--- src/rtl/cdr_phase_ctrl_if.sv ---
// Phase-interpolator handshake bundle: code and request from the controller,
// acknowledge back from the interpolator.
interface cdr_phase_ctrl_if;
  logic [7:0] pi_code;
  logic       pi_req;
  logic       pi_ack;

  modport master (output pi_code, output pi_req, input pi_ack);
  modport slave  (input pi_code, input pi_req, output pi_ack);
endinterface

--- src/rtl/cdr_phase_ctrl.sv ---
// CDR phase-interpolator controller: decimated, slew-limited phase updates with
// a req/ack handshake, lock detection and optional wrap counting (CDR_PHASE_WRAP_CNT_EN).
//
// state  | meaning
// IDLE   | waiting for an update opportunity
// WAIT   | pi_req raised, waiting for pi_ack or the 64-cycle timeout
module cdr_phase_ctrl (
  input  logic              clk,
  input  logic              Reset,
  input  logic signed [8:0] i_filt_in,
  input  logic              i_en,
  input  logic [1:0]        i_decim,
  input  logic [3:0]        i_max_step,
  output logic              o_lock,
  output logic              o_ack_err,
  output logic signed [7:0] o_freq_off,
  cdr_phase_ctrl_if.master  pi
);

  localparam logic [0:0] S_IDLE = 1'b0;
  localparam logic [0:0] S_WAIT = 1'b1;

  logic [0:0] r_state;
  logic [2:0] r_dec_cnt;
  logic [1:0] r_decim_act;
  logic [5:0] r_wait_cnt;
  logic [4:0] r_lock_cnt;
  logic [7:0] r_pi_code;
  logic       r_pi_req;
  logic       r_ack_err;

  logic [2:0]        w_dec_max;
  logic              w_opp;
  logic              w_take;
  logic              w_update;
  logic              w_small;
  logic              w_step_nz;
  logic signed [8:0] w_raw;
  logic signed [8:0] w_max_pos;
  logic signed [8:0] w_max_neg;
  logic signed [8:0] w_step;
  logic [7:0]        w_next_code;

  // The active decimation is only reloaded at a wrap, so a decim change can
  // never produce an early or extra opportunity.
  always_comb begin
    w_dec_max = 3'd0;
    case (r_decim_act)
      2'd0: w_dec_max = 3'd0;
      2'd1: w_dec_max = 3'd1;
      2'd2: w_dec_max = 3'd3;
      default: w_dec_max = 3'd7;
    endcase
  end

  assign w_opp     = (r_dec_cnt == w_dec_max);
  assign w_raw     = i_filt_in >>> 2;
  assign w_max_pos = $signed({5'b00000, i_max_step});
  assign w_max_neg = -w_max_pos;

  always_comb begin
    w_step = w_raw;
    if (w_raw > w_max_pos)
      w_step = w_max_pos;
    else if (w_raw < w_max_neg)
      w_step = w_max_neg;
  end

  assign w_small     = (w_raw >= -9'sd1) && (w_raw <= 9'sd1);
  assign w_step_nz   = (w_step != 9'sd0);
  assign w_take      = w_opp && i_en && (r_state == S_IDLE);
  assign w_update    = w_take && w_step_nz;
  assign w_next_code = r_pi_code + w_step[7:0];

  always_ff @(posedge clk or negedge Reset) begin
    if (!Reset) begin
      r_state     <= S_IDLE;
      r_dec_cnt   <= '0;
      r_decim_act <= '0;
      r_wait_cnt  <= '0;
      r_lock_cnt  <= '0;
      r_pi_code   <= '0;
      r_pi_req    <= 1'b0;
      r_ack_err   <= 1'b0;
    end else begin
      if (w_opp) begin
        r_dec_cnt   <= '0;
        r_decim_act <= i_decim;
      end else begin
        r_dec_cnt <= r_dec_cnt + 3'd1;
      end

      case (r_state)
        S_IDLE: begin
          if (w_update) begin
            r_pi_code  <= w_next_code;
            r_pi_req   <= 1'b1;
            r_wait_cnt <= '0;
            r_state    <= S_WAIT;
          end
        end
        S_WAIT: begin
          // Ack wins over a timeout landing on the same edge.
          if (pi.pi_ack) begin
            r_pi_req <= 1'b0;
            r_state  <= S_IDLE;
          end else if (r_wait_cnt == 6'd63) begin
            r_pi_req  <= 1'b0;
            r_ack_err <= 1'b1;
            r_state   <= S_IDLE;
          end else begin
            r_wait_cnt <= r_wait_cnt + 6'd1;
          end
        end
        default: r_state <= S_IDLE;
      endcase

      if (!i_en)
        r_lock_cnt <= '0;
      else if (w_take) begin
        if (!w_small)
          r_lock_cnt <= '0;
        else if (r_lock_cnt != 5'd16)
          r_lock_cnt <= r_lock_cnt + 5'd1;
      end
    end
  end

`ifdef CDR_PHASE_WRAP_CNT_EN
  logic signed [9:0] w_sum;
  logic signed [7:0] r_freq_off;

  assign w_sum = $signed({2'b00, r_pi_code}) + {w_step[8], w_step};

  always_ff @(posedge clk or negedge Reset) begin
    if (!Reset) begin
      r_freq_off <= '0;
    end else if (w_update) begin
      if ((w_sum > 10'sd255) && (r_freq_off != 8'sh7F))
        r_freq_off <= r_freq_off + 8'sd1;
      else if ((w_sum < 10'sd0) && (r_freq_off != 8'sh80))
        r_freq_off <= r_freq_off - 8'sd1;
    end
  end

  assign o_freq_off = r_freq_off;
`else
  assign o_freq_off = '0;
`endif

  assign pi.pi_code = r_pi_code;
  assign pi.pi_req  = r_pi_req;
  assign o_lock     = (r_lock_cnt == 5'd16);
  assign o_ack_err  = r_ack_err;

endmodule

--- src/flat_wrapper.sv ---
// flat-port wrapper written by rule: the top's interface ports become plain ports
module cdr_phase_ctrl_flat 
  (clk, Reset, i_filt_in, i_en, i_decim, i_max_step, o_lock, o_ack_err, o_freq_off, pi_pi_code, pi_pi_req, pi_pi_ack);
  cdr_phase_ctrl_if pi_i ();
  input  logic clk;
  input  logic Reset;
  input  logic signed [8:0] i_filt_in;
  input  logic i_en;
  input  logic [1:0] i_decim;
  input  logic [3:0] i_max_step;
  output logic o_lock;
  output logic o_ack_err;
  output logic signed [7:0] o_freq_off;
  output wire logic [$bits(pi_i.pi_code)-1:0] pi_pi_code;
  output wire logic [$bits(pi_i.pi_req)-1:0] pi_pi_req;
  input wire logic [$bits(pi_i.pi_ack)-1:0] pi_pi_ack;
  assign pi_pi_code = pi_i.pi_code;
  assign pi_pi_req = pi_i.pi_req;
  assign pi_i.pi_ack = pi_pi_ack;
  cdr_phase_ctrl u_core (.clk(clk), .Reset(Reset), .i_filt_in(i_filt_in), .i_en(i_en), .i_decim(i_decim), .i_max_step(i_max_step), .o_lock(o_lock), .o_ack_err(o_ack_err), .o_freq_off(o_freq_off), .pi(pi_i));
endmodule
--- config.mk ---
export PLATFORM = sky130hd
export DESIGN_NAME = cdr_phase_ctrl_flat
export DESIGN_NICKNAME = d
export VERILOG_FILES = /design/src/rtl/cdr_phase_ctrl_if.sv /design/src/rtl/cdr_phase_ctrl.sv /design/src/flat_wrapper.sv
export SDC_FILE = /design/constraint.sdc
export NUM_CORES = 1
export LEC_CHECK = 0
export BUFFER_PORTS_ARGS = -buffer_cell sky130_fd_sc_hd__buf_2
export CAP_MARGIN = 20
export CORE_MARGIN = 2
export CORE_UTILIZATION = 52
export DETAILED_ROUTE_END_ITERATION = 7
export PLACE_DENSITY = 0.73
export SETUP_SLACK_MARGIN = 0.4
export SLEW_MARGIN = 30
export SYNTH_ARGS = -nofsm -noshare
export SYNTH_HDL_FRONTEND = slang
export SYNTH_SLANG_ARGS = --single-unit
--- constraint.sdc ---
create_clock -name clk -period 2.5 [get_ports clk]
set_input_delay 0.25 -clock clk [delete_from_list [all_inputs] [get_ports clk]]
set_output_delay 0.25 -clock clk [all_outputs]
set_load 0.005 [all_outputs]
# Word level (Yosys, flattened, before mapping)
# Cells that the tools add are included.
dict set report classes {
  n_lt_le_gt_ge 4
  reduce_logical 11
  n_addsub 5
  mux 20
  n_bitwise 2
  eq_ne 12
}
# operator n
set op_table {}
lappend op_table {{$mux 5} 4}
lappend op_table {{$mux 6} 3}
lappend op_table {{$mux 9} 2}
lappend op_table {{$pmux 6 s2} 1}
lappend op_table {{$lt 7x9->1} 1}
lappend op_table {{$neg 4->9} 1}
lappend op_table {{$pmux 3 s3} 1}
lappend op_table {{$reduce_bool 9->1} 1}
lappend op_table {{$add 8x8->8} 1}
lappend op_table {{$ge 7x1->1 const B} 1}
lappend op_table {{$gt 7x5->1} 1}
lappend op_table {{$le 7x2->1 const B} 1}
lappend op_table {{$add 6x1->6 const B} 1}
lappend op_table {{$eq 6x6->1 const B} 1}
lappend op_table {{$mux 1} 6}
lappend op_table {{$ne 3x3->1 const B} 2}
lappend op_table {{$reduce_and 2->1} 3}
lappend op_table {{$reduce_and 3->1} 2}
lappend op_table {{$add 5x1->5 const B} 1}
lappend op_table {{$eq 5x5->1 const B} 1}
lappend op_table {{$ne 5x5->1 const B} 1}
lappend op_table {{$logic_and 1x1->1} 4}
lappend op_table {{$ne 2x1->1 const B} 2}
lappend op_table {{$ne 2x2->1 const B} 2}
lappend op_table {{other kinds (8)} 10}
dict set report word_totals {
  out_inout_bits 19
  ff_bits 27
  elab_cells 62
}

# Depth between registers and ports, before layout
# Gate-level depths: netlist (run 1).
dict set report logic_depth {
  word_depth 8
  mapped_depth 19
}

# Worst setup path after synthesis (run 1)
# OpenSTA, ideal clock, no wires.
dict set report synth_timing {
  kind {input-to-reg}
  start {input i_max_step[2]}
  end {register u_core.r_pi_code[7], in the netlist u_core.pi.pi_code[7]}
  path_stages 17
  slack_ps -1219
  arrival_time_ps 3593
  setup_time_ps 125
  required_ps 2375
  path_buffers 1
  path_cell_list {clkbuf_1 -> nor3_1 -> ha_1 -> inv_1 -> ha_1 -> a21o_1 -> a21oi_1 -> a211oi_2 -> nor4b_1 -> or4b_4 -> ha_1 -> a21oi_1 -> o21ai_0 -> o41ai_1 -> xnor2_1 -> nor2_1 -> xor2_1}
}
dict set report synth_via {
  elab_chain_cells 7
}
# element line_no
set synth_rtl {}
lappend synth_rtl {{start: declaration} flat_wrapper.sv:10} ;# input logic [3:0] i_max_step;
lappend synth_rtl {{$neg 4->9} cdr_phase_ctrl.sv:59} ;# assign w_max_neg = -w_max_pos;
lappend synth_rtl {{$lt 7x9->1} cdr_phase_ctrl.sv:65} ;# else if (w_raw < w_max_neg)
lappend synth_rtl {{$mux 9} cdr_phase_ctrl.sv:65}
lappend synth_rtl {{$mux 9 *} cdr_phase_ctrl.sv:63} ;# if (w_raw > w_max_pos)
lappend synth_rtl {{branches (longest 3 deep; another with $add 8x8->8)} -}
lappend synth_rtl {{end signal: assignment} cdr_phase_ctrl.sv:96} ;# r_pi_code <= w_next_code;
lappend synth_rtl {{end: declaration} cdr_phase_ctrl.sv:28} ;# logic [7:0] r_pi_code;
# Every way passes the cells marked *.
# A chain may end at the register's enable or synchronous reset.

# Final worst setup path (run 1)
dict set report layout_timing {
  start {input i_max_step[0]}
  end {register u_core.r_pi_code[6], in the netlist u_core.pi.pi_code[6]}
}
# Same word-level chain as after synthesis.

==> flow_summary.toml, run 1 <==
[detailed_routing]
drt-total-wl_um = 6287
wl_per_cell_um = 16.72
drc = 0
via_per_inst = 5.676
drtPass1Iterations = 4
dr_total_vias = 2134
drtIter0Drc = 57
postRouteAntennaNets = 0

[global_route]
overflow = 0
grt_max_degree = 28
antenna_found_initial = 0
grtUsageTotal_pct = 26.11
grt_pass1_vias = 2057
grt_pass1_wl_um = 9101

[pwr]
p_leak_nw = 1.550
powerDensity_nw_per_um2 = 783.3
total_power_mw = 2.581
power.ir.vdd_worst_mv = 0.7158

[logic_synthesis]
syn-cell-area_um2 = 2138
synth-main-ff-cell = "dfrtp_1"
yosys.area_share.adder_pct = 14.98
synth-xor-area-share_pct = 4.506
synth-edff-count = 0
seq_area_frac_synth_pct = 31.60
synth_top_area_share_pct = 31.60
syn_inst = 232
synth-compound-area-share_pct = 18.90
yosys.cell_types.count = 49
yosysTopAreaCell = "dfrtp_1"
ys_seq_elements = 27
synth-simple-area-share_pct = 19.25
avgSynthCellArea_um2 = 9.217
async_flop_share_pct = 100.0
ys_warn_count = 0
synth_top_family_by_area = "simple AND/OR/NAND/NOR gates"
synthMuxAreaShare_pct = 4.564
synthTopCellsByArea = "dfrtp_1 (32%), ha_1 (14%), o21ai_0 (3.7%)"

[timing]
clock_skew_ns = 0.004892
finalCritPeriodShare_pct = 132.4
relSlewSlack_pct = 58.82
period_needed_ns = 3.310
rsz0062_at_grt = "yes"
worst_slack_ns = -0.8096
setup_viol = 16
tightest_slew_ns = 0.6177
hold_viol = 0
drv_slew = 0
max_freq_mhz = 302.1

[die]
core_um2 = 3971
die_area_um2 = 4641
die_y_um = 68.13
io-pin-count = 38
die_w_um = 68.13
rows = 23
initial_core_util_pct = 53.84

[setup_path]
path_max_fanout = 3
cp_cell_sequence = "buf_8 > inv_4 > ha_4 > inv_2 > ha_4 > nor2b_4 > o2111ai_4 > a211oi_4 > buf_4 > nor3_1 > or4b_4 > ha_4 > a21o_1 > a21o_1 > a21o_1 > a21oi_2 > xor2_1 > o21ai_1"
crit_required_ns = 2.67
crit_type = "in2reg"
cp_slowest_cell = "or4b_4"
critPathMaxStageDelay_ns = 0.55
cp-start-kind = "input pin"
cp.arrival_ns = 3.48
cpLargestDelayFamily = "compound AO/OA/AOI/OAI gates"
timing.critical_path.buf_inv = 4
critPathCaptureType = "register"
reg2reg_slack_ns = 0.42

[clocking]
root_buffer = "clkbuf_8"
cts_tree = "built"
cts.htree.levels = 1
cts_buffers = 3
numClockSinks = 27
clk_path_buf_depth = 2
worstSkewPairLatency_ns = 0.27
clkSlewWorstSetupHoldPaths_ns = 0.10

[cells_and_area]
fill_cells = 235
diodes = 0
num-nets-final = 371
drive_gt1_share_pct = 49.69
syn_to_final_growth_pct = 54.07
post-route-util_pct = 82.96

[placed_design]
hpwl_um = 4120
place_ws_ns = -1.181
numPortBuffers = 27
routabilityCongestion = 0.8230

[run]
maxCapViolCount = 0

[run_status]
status = "finished with violations"
violations = "setup timing"

[min_path]
hp-class = "in2reg"
## metrics by stage
| stage | std cells | instance area [µm²] | hold slack, ns | TNS (ns) |
|---|---|---|---|---|
| 2_1_floorplan | 239 | 2340 | -0.04559 | -8.520 |
| 3_3_place_gp | 349 | 2779 | 0.2882 | -12.92 |
| 3_5_place_dp | 349 | 2779 | 0.2960 | -13.61 |
| 4_1_cts | 367 | 3084 | 0.1955 | -7.832 |
| 5_1_grt | 376 | 3294 | 0.1976 | -12.33 |
| 6_report | 376 | 3294 | 0.1977 | -10.97 |
## metal layers
layer / share of wire (%) / GRT usage (%)
met1: 40 / 30.95
met3: 3.1 / 3.783
met4: 2.5 / 7.000
met5: 0 / 0
met2: 54 / 48.79
## worst register-to-register path, cell delays in order, from the launching register on
cell     delay [ns]
dfrtp_1        0.41
nor3_2         0.23
nor3b_4        0.28
a21oi_4        0.07
or3b_4         0.42
buf_6          0.14
nor2_4         0.08
nand2_1        0.08
o21ai_1        0.17
and2_1         0.14
## Yosys cell counts (4+ instances only)
cell type   n
nor2b_1     6
a211oi_1    6
and2_1      4
dfrtp_1    27
ha_1       24
nand3_1     4
nand2_1    18
xor2_1      7
inv_1      14
xnor2_1     4
buf_4       8
a21o_1      7
mux2_2      6
nor2_1     14
nor3_1      9
and3_1      4
a21oi_1     7
o21ai_0    16
## sequential cells by signal, summed over array words and instances, names as in the netlist
signal              flops
u_core.r_lock_cnt       5
u_core.r_state          1
u_core.r_decim_act      2
u_core.pi.pi_code       8
u_core.r_wait_cnt       6
u_core.r_dec_cnt        3
u_core.pi.pi_req        1
u_core.o_ack_err        1
## layout make-up
class                      instances  area (µm²)  area share, %
clock buffer                       3       41.29          1.253
clock inverter                     1       7.507         0.2279
inverter                          14       57.56          1.747
multi-input combinational        186        1740          52.83
sequential                        27       676.9          20.55
tap                               50       62.56          1.899
timing repair buffer              95       708.2          21.50
## where the power goes
group,leakage [nW],switching (mW),internal [mW]
combinational,1.18,0.701,0.854
sequential,0.346,0.172,0.599
clock,0.0217,0.141,0.113
## path summary, 6_finish.rpt
path | from | to | cells past startpoint
worst max-delay path | i_max_step[0] | u_core.pi.pi_code[6]$_DFFE_PN0P_ | 18
worst min-delay path | i_decim[1] | u_core.r_decim_act[1]$_DFFE_PN0N_ | 2
worst max register to register | u_core.r_dec_cnt[1]$_DFF_PN0_ | u_core.r_lock_cnt[2]$_DFFE_PN0P_ | 9
worst min register to register | u_core.o_ack_err$_DFFE_PN0P_ | u_core.o_ack_err$_DFFE_PN0P_ | 1
max in group asynchronous | Reset | u_core.r_decim_act[0]$_DFFE_PN0N_ | 2
min in group asynchronous | Reset | u_core.o_ack_err$_DFFE_PN0P_ | 2
## what timing repair did
action,4_1_cts,5_1_grt
hold endpoints to repair,27,0
setup buffers,13,9
endpoints found under the setup margin,17,21
hold buffers,1,0
pin swaps,27,28
gates resized for setup,39,37
## cell usage in the layout (no fill, tap or decap), types with 7 or more instances in the layout
cell / n
nand2_1: 16
ha_1: 16
inv_1: 9
conb_1: 8
o21ai_1: 9
xor2_1: 7
nor2_1: 12
buf_6: 10
buf_2: 24
buf_4: 58
dfrtp_1: 26
a21o_1: 7
## logic make-up (layout without fill, tap and decap cells)
family	after synthesis	in the layout
fa+ha+maj	25	25
simple gates	77	77
mux	9	9
compound gates	56	56
flops	27	27
other cells	1	8
xor+xnor	11	11
buf+inv	26	113
Power figures use the tool's default switching activity.
==> run 2, diff against run 1 <==
- RECOVER_POWER: unset -> 25
==> flow_summary.toml, run 2 (synthesized netlist as in run 1, its figures left out) <==
[run_status]
status = "finished with violations"
violations = "setup timing"

[placed_design]
numPortBuffers = 27
routabilityCongestion = 0.8230
hpwl_um = 4120
place_ws_ns = -1.181

[cells_and_area]
final_common_cell = "buf_4"
fill_cells = 235
drive_gt1_share_pct = 49.39
diodes = 0
syn_to_final_growth_pct = 54.01
post-route-util_pct = 82.92
layout_common_cells = "buf_4 (58), dfrtp_1 (26), buf_2 (23), nand2_1 (16), ha_1 (16)"
num-nets-final = 371
largest_register_ff_count = 8

[setup_path]
path_max_fanout = 3
cp-start-kind = "input pin"
reg2reg_slack_ns = 0.42
crit_required_ns = 2.67
r2r-start = "u_core.r_dec_cnt[1]$_DFF_PN0_"
cp.arrival_ns = 3.48
critPathCaptureType = "register"
crit_type = "in2reg"
r2r_end = "u_core.r_lock_cnt[2]$_DFFE_PN0P_"
reg2reg_depth = 9

[clocking]
root_buffer = "clkbuf_8"
numClockSinks = 27
worstSkewPairLatency_ns = 0.27
cts_tree = "built"
clkSlewWorstSetupHoldPaths_ns = 0.10
clk_path_buf_depth = 2
cts.htree.levels = 1
cts_buffers = 3

[detailed_routing]
wl_per_cell_um = 16.75
drtPass1Iterations = 4
drtIter0Drc = 63
drt-total-wl_um = 6297
dr_total_vias = 2141
postRouteAntennaNets = 0
via_per_inst = 5.694
drc = 0

[die]
rows = 23
die_w_um = 68.13
initial_core_util_pct = 53.84
io-pin-count = 38
core_um2 = 3971
die_y_um = 68.13
die_area_um2 = 4641

[global_route]
grt_max_degree = 28
grtUsageTotal_pct = 26.11
overflow = 0
grt_pass1_vias = 2057
grt_pass1_wl_um = 9101
antenna_found_initial = 0

[min_path]
hp-class = "in2reg"
min_path_cells = 2
hold_start = "i_decim[1]"
hold_end = "u_core.r_decim_act[1]$_DFFE_PN0N_"

[timing]
rsz0062_at_grt = "yes"
max_freq_mhz = 302.1
finalCritPeriodShare_pct = 132.4
clock_skew_ns = 0.004654
worst_slack_ns = -0.8098
tightest_slew_ns = 1.474
hold_viol = 0
setup_viol = 16
drv_slew = 0
relSlewSlack_pct = 1.701
period_needed_ns = 3.310

[run]
maxCapViolCount = 0

[pwr]
powerDensity_nw_per_um2 = 783.9
power.ir.vdd_worst_mv = 0.7172
p_leak_nw = 1.547
run 2: cell type report:
class,count,area (µm²),share of cell area (%)
clock buffer,3,41.29,1.254
clock inverter,1,7.507,0.2280
inverter,14,57.56,1.748
multi-input combinational,186,1740,52.85
sequential,27,676.9,20.55
tap,50,62.56,1.900
timing repair buffer,95,706.9,21.47
run 2: routing by layer:
layer,global-route usage [%],up-vias,wire length (µm)
li1,-,1028,-
met1,30.95,1051,2550
met2,48.79,44,3391
met3,3.783,18,198
met4,7.000,0,156
met5,0,-,0
run 2: worst max path at each step:
| stage | startpoint | endpoint | slack [ns] | cells past startpoint |
|---|---|---|---|---|
| 2_1_floorplan | i_max_step[1] | u_core.pi.pi_code[7]$_DFFE_PN0P_ | -0.93 | 16 |
| 3_3_place_gp | i_max_step[0] | u_core.pi.pi_code[6]$_DFFE_PN0P_ | -1.11 | 19 |
| 3_5_place_dp | i_max_step[1] | u_core.pi.pi_code[6]$_DFFE_PN0P_ | -1.18 | 17 |
| 4_1_cts | i_max_step[1] | u_core.pi.pi_code[6]$_DFFE_PN0P_ | -0.66 | 17 |
| 5_1_grt | i_max_step[0] | u_core.pi.pi_code[6]$_DFFE_PN0P_ | -0.91 | 20 |
| 6_report | i_max_step[0] | u_core.pi.pi_code[6]$_DFFE_PN0P_ | -0.81 | 18 |
run 2: critical path, cell delays in order:
cell and delay [ns]:
buf_8 0.09, inv_4 0.04, ha_4 0.26, inv_2 0.04, ha_4 0.25, nor2b_4 0.14, o2111ai_4 0.14, a211oi_4 0.32
buf_4 0.17, nor3_1 0.04, or4b_4 0.55, ha_4 0.26, a21o_1 0.19, a21o_1 0.18, a21o_1 0.18, a21oi_2 0.13
xor2_1 0.17, o21ai_1 0.07
run 2: per-stage QoR:
step	total power, mW	TNS, ns	cells	cell area (µm²)	hold slack [ns]
3_3_place_gp	1.895	-12.92	349	2779	0.2882
5_1_grt	2.772	-12.33	376	3293	0.1976
2_1_floorplan	1.516	-8.520	239	2340	-0.04559
4_1_cts	2.358	-7.832	367	3084	0.1955
6_report	2.581	-10.99	376	3293	0.1977
3_5_place_dp	1.938	-13.61	349	2779	0.2960
run 2: power by group:
group | total (mW) | switching, mW | internal [mW]
Sequential | 0.771 | 0.172 | 0.599
Clock | 0.254 | 0.141 | 0.113
Combinational | 1.56 | 0.701 | 0.854
Total | 2.58 | 1.01 | 1.57
run 2: what timing repair did:
action                     in CTS  in global routing
hold endpoints to repair       27                  0
hold buffers                    1                  0
resized for setup              39                 37
pin swaps                      27                 28
setup buffers                  13                  9
setup endpoints to repair      17                 21
==> run 3, diff against run 2 <==
- ABC_AREA: unset -> 1
==> flow_summary.toml, run 3 <==
[detailed_routing]
wl_per_cell_um = 18.57
dr_total_vias = 2668
drtPass1Iterations = 5
drt-total-wl_um = 8485
drc = 0
drtIter0Drc = 301
via_per_inst = 5.838
postRouteAntennaNets = 0

[cells_and_area]
finalNonFillerCells = 457
layout_common_cells = "buf_4 (65), nand2_1 (52), inv_1 (33), dfrtp_1 (27), buf_2 (23)"
num-nets-final = 452
fin_area_um2 = 3547
diodes = 0
final_common_cell = "buf_4"
largest_register_ff_count = 8
drive_gt1_share_pct = 49.39
post-route-util_pct = 86.80
syn_to_final_growth_pct = 58.20

[clocking]
cts_buffers = 3
numClockSinks = 27
worstSkewPairLatency_ns = 0.28
clk_path_buf_depth = 2
cts.htree.levels = 1
root_buffer = "clkbuf_8"
cts_tree = "built"
cts.hold.buffers_added = 0
clkSlewWorstSetupHoldPaths_ns = 0.10

[placed_design]
place_inst = 426
placed_cell_area_um2 = 2894
hpwl_um = 4395
numPortBuffers = 27
place_ws_ns = -0.8651
routabilityCongestion = 0.8743

[run_status]
violations = "capacitance limit, setup timing"
status = "finished with violations"

[timing]
drv_slew = 0
tightest_slew_ns = 1.489
hold_ws_ns = 0.1633
finalCritPeriodShare_pct = 130.1
finalSetupTns_ns = -9.344
max_freq_mhz = 307.6
worst_slack_ns = -0.7514
period_needed_ns = 3.251
setup_viol = 16
clock_skew_ns = 0.003878
relSlewSlack_pct = 0.7590
hold_viol = 0
rsz0062_at_grt = "yes"

[logic_synthesis]
syn-cell-area_um2 = 2242
async_flop_share_pct = 100.0
post-synth-top-count-cell = "nand2_1"
syn_inst = 302
synthTopCellsByArea = "dfrtp_1 (30%), ha_1 (13%), nand2_1 (13%)"
seq_area_frac_synth_pct = 30.13
synth_top_area_share_pct = 30.13
yosys.cell_types.count = 31
synthTopCellsByCount = "nand2_1 (76), inv_1 (42), nand3_1 (28)"
ys_seq_elements = 27
synth-edff-count = 0
yosysTopAreaCell = "dfrtp_1"
avgSynthCellArea_um2 = 7.424
ys_warn_count = 0
synth-main-ff-cell = "dfrtp_1"

[global_route]
overflow = 0
grtUsageTotal_pct = 29.35
grt_pass1_wl_um = 11480
grt_max_degree = 28
grt_pass1_vias = 2504
antenna_found_initial = 0

[die]
die_y_um = 69.67
core_um2 = 4086
die_area_um2 = 4853
initial_core_util_pct = 54.87
io-pin-count = 38
rows = 23
die_w_um = 69.67

[setup_path]
critPathCaptureType = "register"
cp-start-kind = "input pin"
crit_required_ns = 2.67
path_max_fanout = 3
crit_type = "in2reg"
cp.arrival_ns = 3.42

[pwr]
total_power_mw = 2.784
p_leak_nw = 1.884
powerDensity_nw_per_um2 = 784.8
power.ir.vdd_worst_mv = 0.7463

[min_path]
hp-class = "in2reg"

[run]
maxCapViolCount = 1
-- run 3: cell count changes in the layout (fill, tap and decap cells not counted), sizes merged, moves of 4 or more --
cell    change
a211oi      -7
a21o        -6
and3        -4
buf        +10
inv        +31
mux2        -6
nand2      +63
nand3      +27
nand3b      +4
nor2        +9
nor2b       -6
o21ai       -5
-- run 3: cell families after synthesis --
family                   synth area share, %
AND/OR/NAND/NOR                        31.25
buffers and inverters                  11.22
flip-flops                             30.13
adder cells (fa/ha/maj)                14.29
AO/OA/AOI/OAI                          6.696
XOR/XNOR                               6.250
other                                 0.1673
-- run 3: final cells by class --
cell class                      instances  area, µm²
Inverter                               45      176.4
Tap cell                               50      62.56
Timing Repair Buffer                  104      808.3
Fill cell                             207      539.3
Sequential cell                        27      675.6
Clock inverter                          1      5.005
Multi-Input combinational cell        227       1778
Clock buffer                            3      41.29
-- run 3: layer usage --
layer / wire length, µm / vias to the layer above / global-route usage (%)
met5: 0 / - / 0
met4: 437 / 0 / 10.68
met3: 529 / 52 / 4.215
met2: 4212 / 162 / 52.14
met1: 3306 / 1290 / 36.09
li1: - / 1164 / -
-- run 3: report_power, final --
group	internal, mW	switching, mW
sequential	0.575	0.168
clock	0.112	0.145
combinational	0.865	0.919
total	1.55	1.23
-- run 3: path summary, 6_finish.rpt --
check	startpoint	end	slack, ns	cells after the start
hold reg to reg	u_core.r_dec_cnt[0]$_DFF_PN0_	u_core.r_dec_cnt[0]$_DFF_PN0_	0.51	1
min in group asynchronous	Reset	u_core.r_lock_cnt[0]$_DFFE_PN0P_	0.31	1
setup reg to reg	u_core.r_wait_cnt[0]$_DFFE_PN0P_	u_core.r_wait_cnt[5]$_DFFE_PN0P_	0.34	10
hold / removal	i_decim[1]	u_core.r_decim_act[1]$_DFFE_PN0N_	0.16	3
setup / recovery	i_max_step[0]	u_core.pi.pi_code[6]$_DFFE_PN0P_	-0.75	25
max in group asynchronous	Reset	u_core.pi.pi_code[4]$_DFFE_PN0P_	1.32	1
-- run 3: what timing repair did --
item                                    4_1_cts  5_1_grt
resized for setup                            52       41
gates cloned                                  1        0
buffers inserted                             19        7
endpoints found under the setup margin       16       16
pin swaps                                    39       34
-- run 3: worst max-delay path, cell delays in order --
cell and delay (ns):
buf_8 0.11, nor3_4 0.25, ha_4 0.25, inv_4 0.06, ha_4 0.20, nand2_4 0.08, inv_2 0.05, nand2_2 0.06
nand2_2 0.05, nand2_2 0.09, nand4_1 0.18, buf_4 0.21, nand3_1 0.09, nand2_1 0.07, nand2_1 0.07, inv_2 0.05
ha_4 0.16, fa_2 0.37, nand3_2 0.08, and2_4 0.16, inv_2 0.04, a21oi_2 0.15, o21ai_2 0.07, xnor2_1 0.22
o21ai_2 0.08
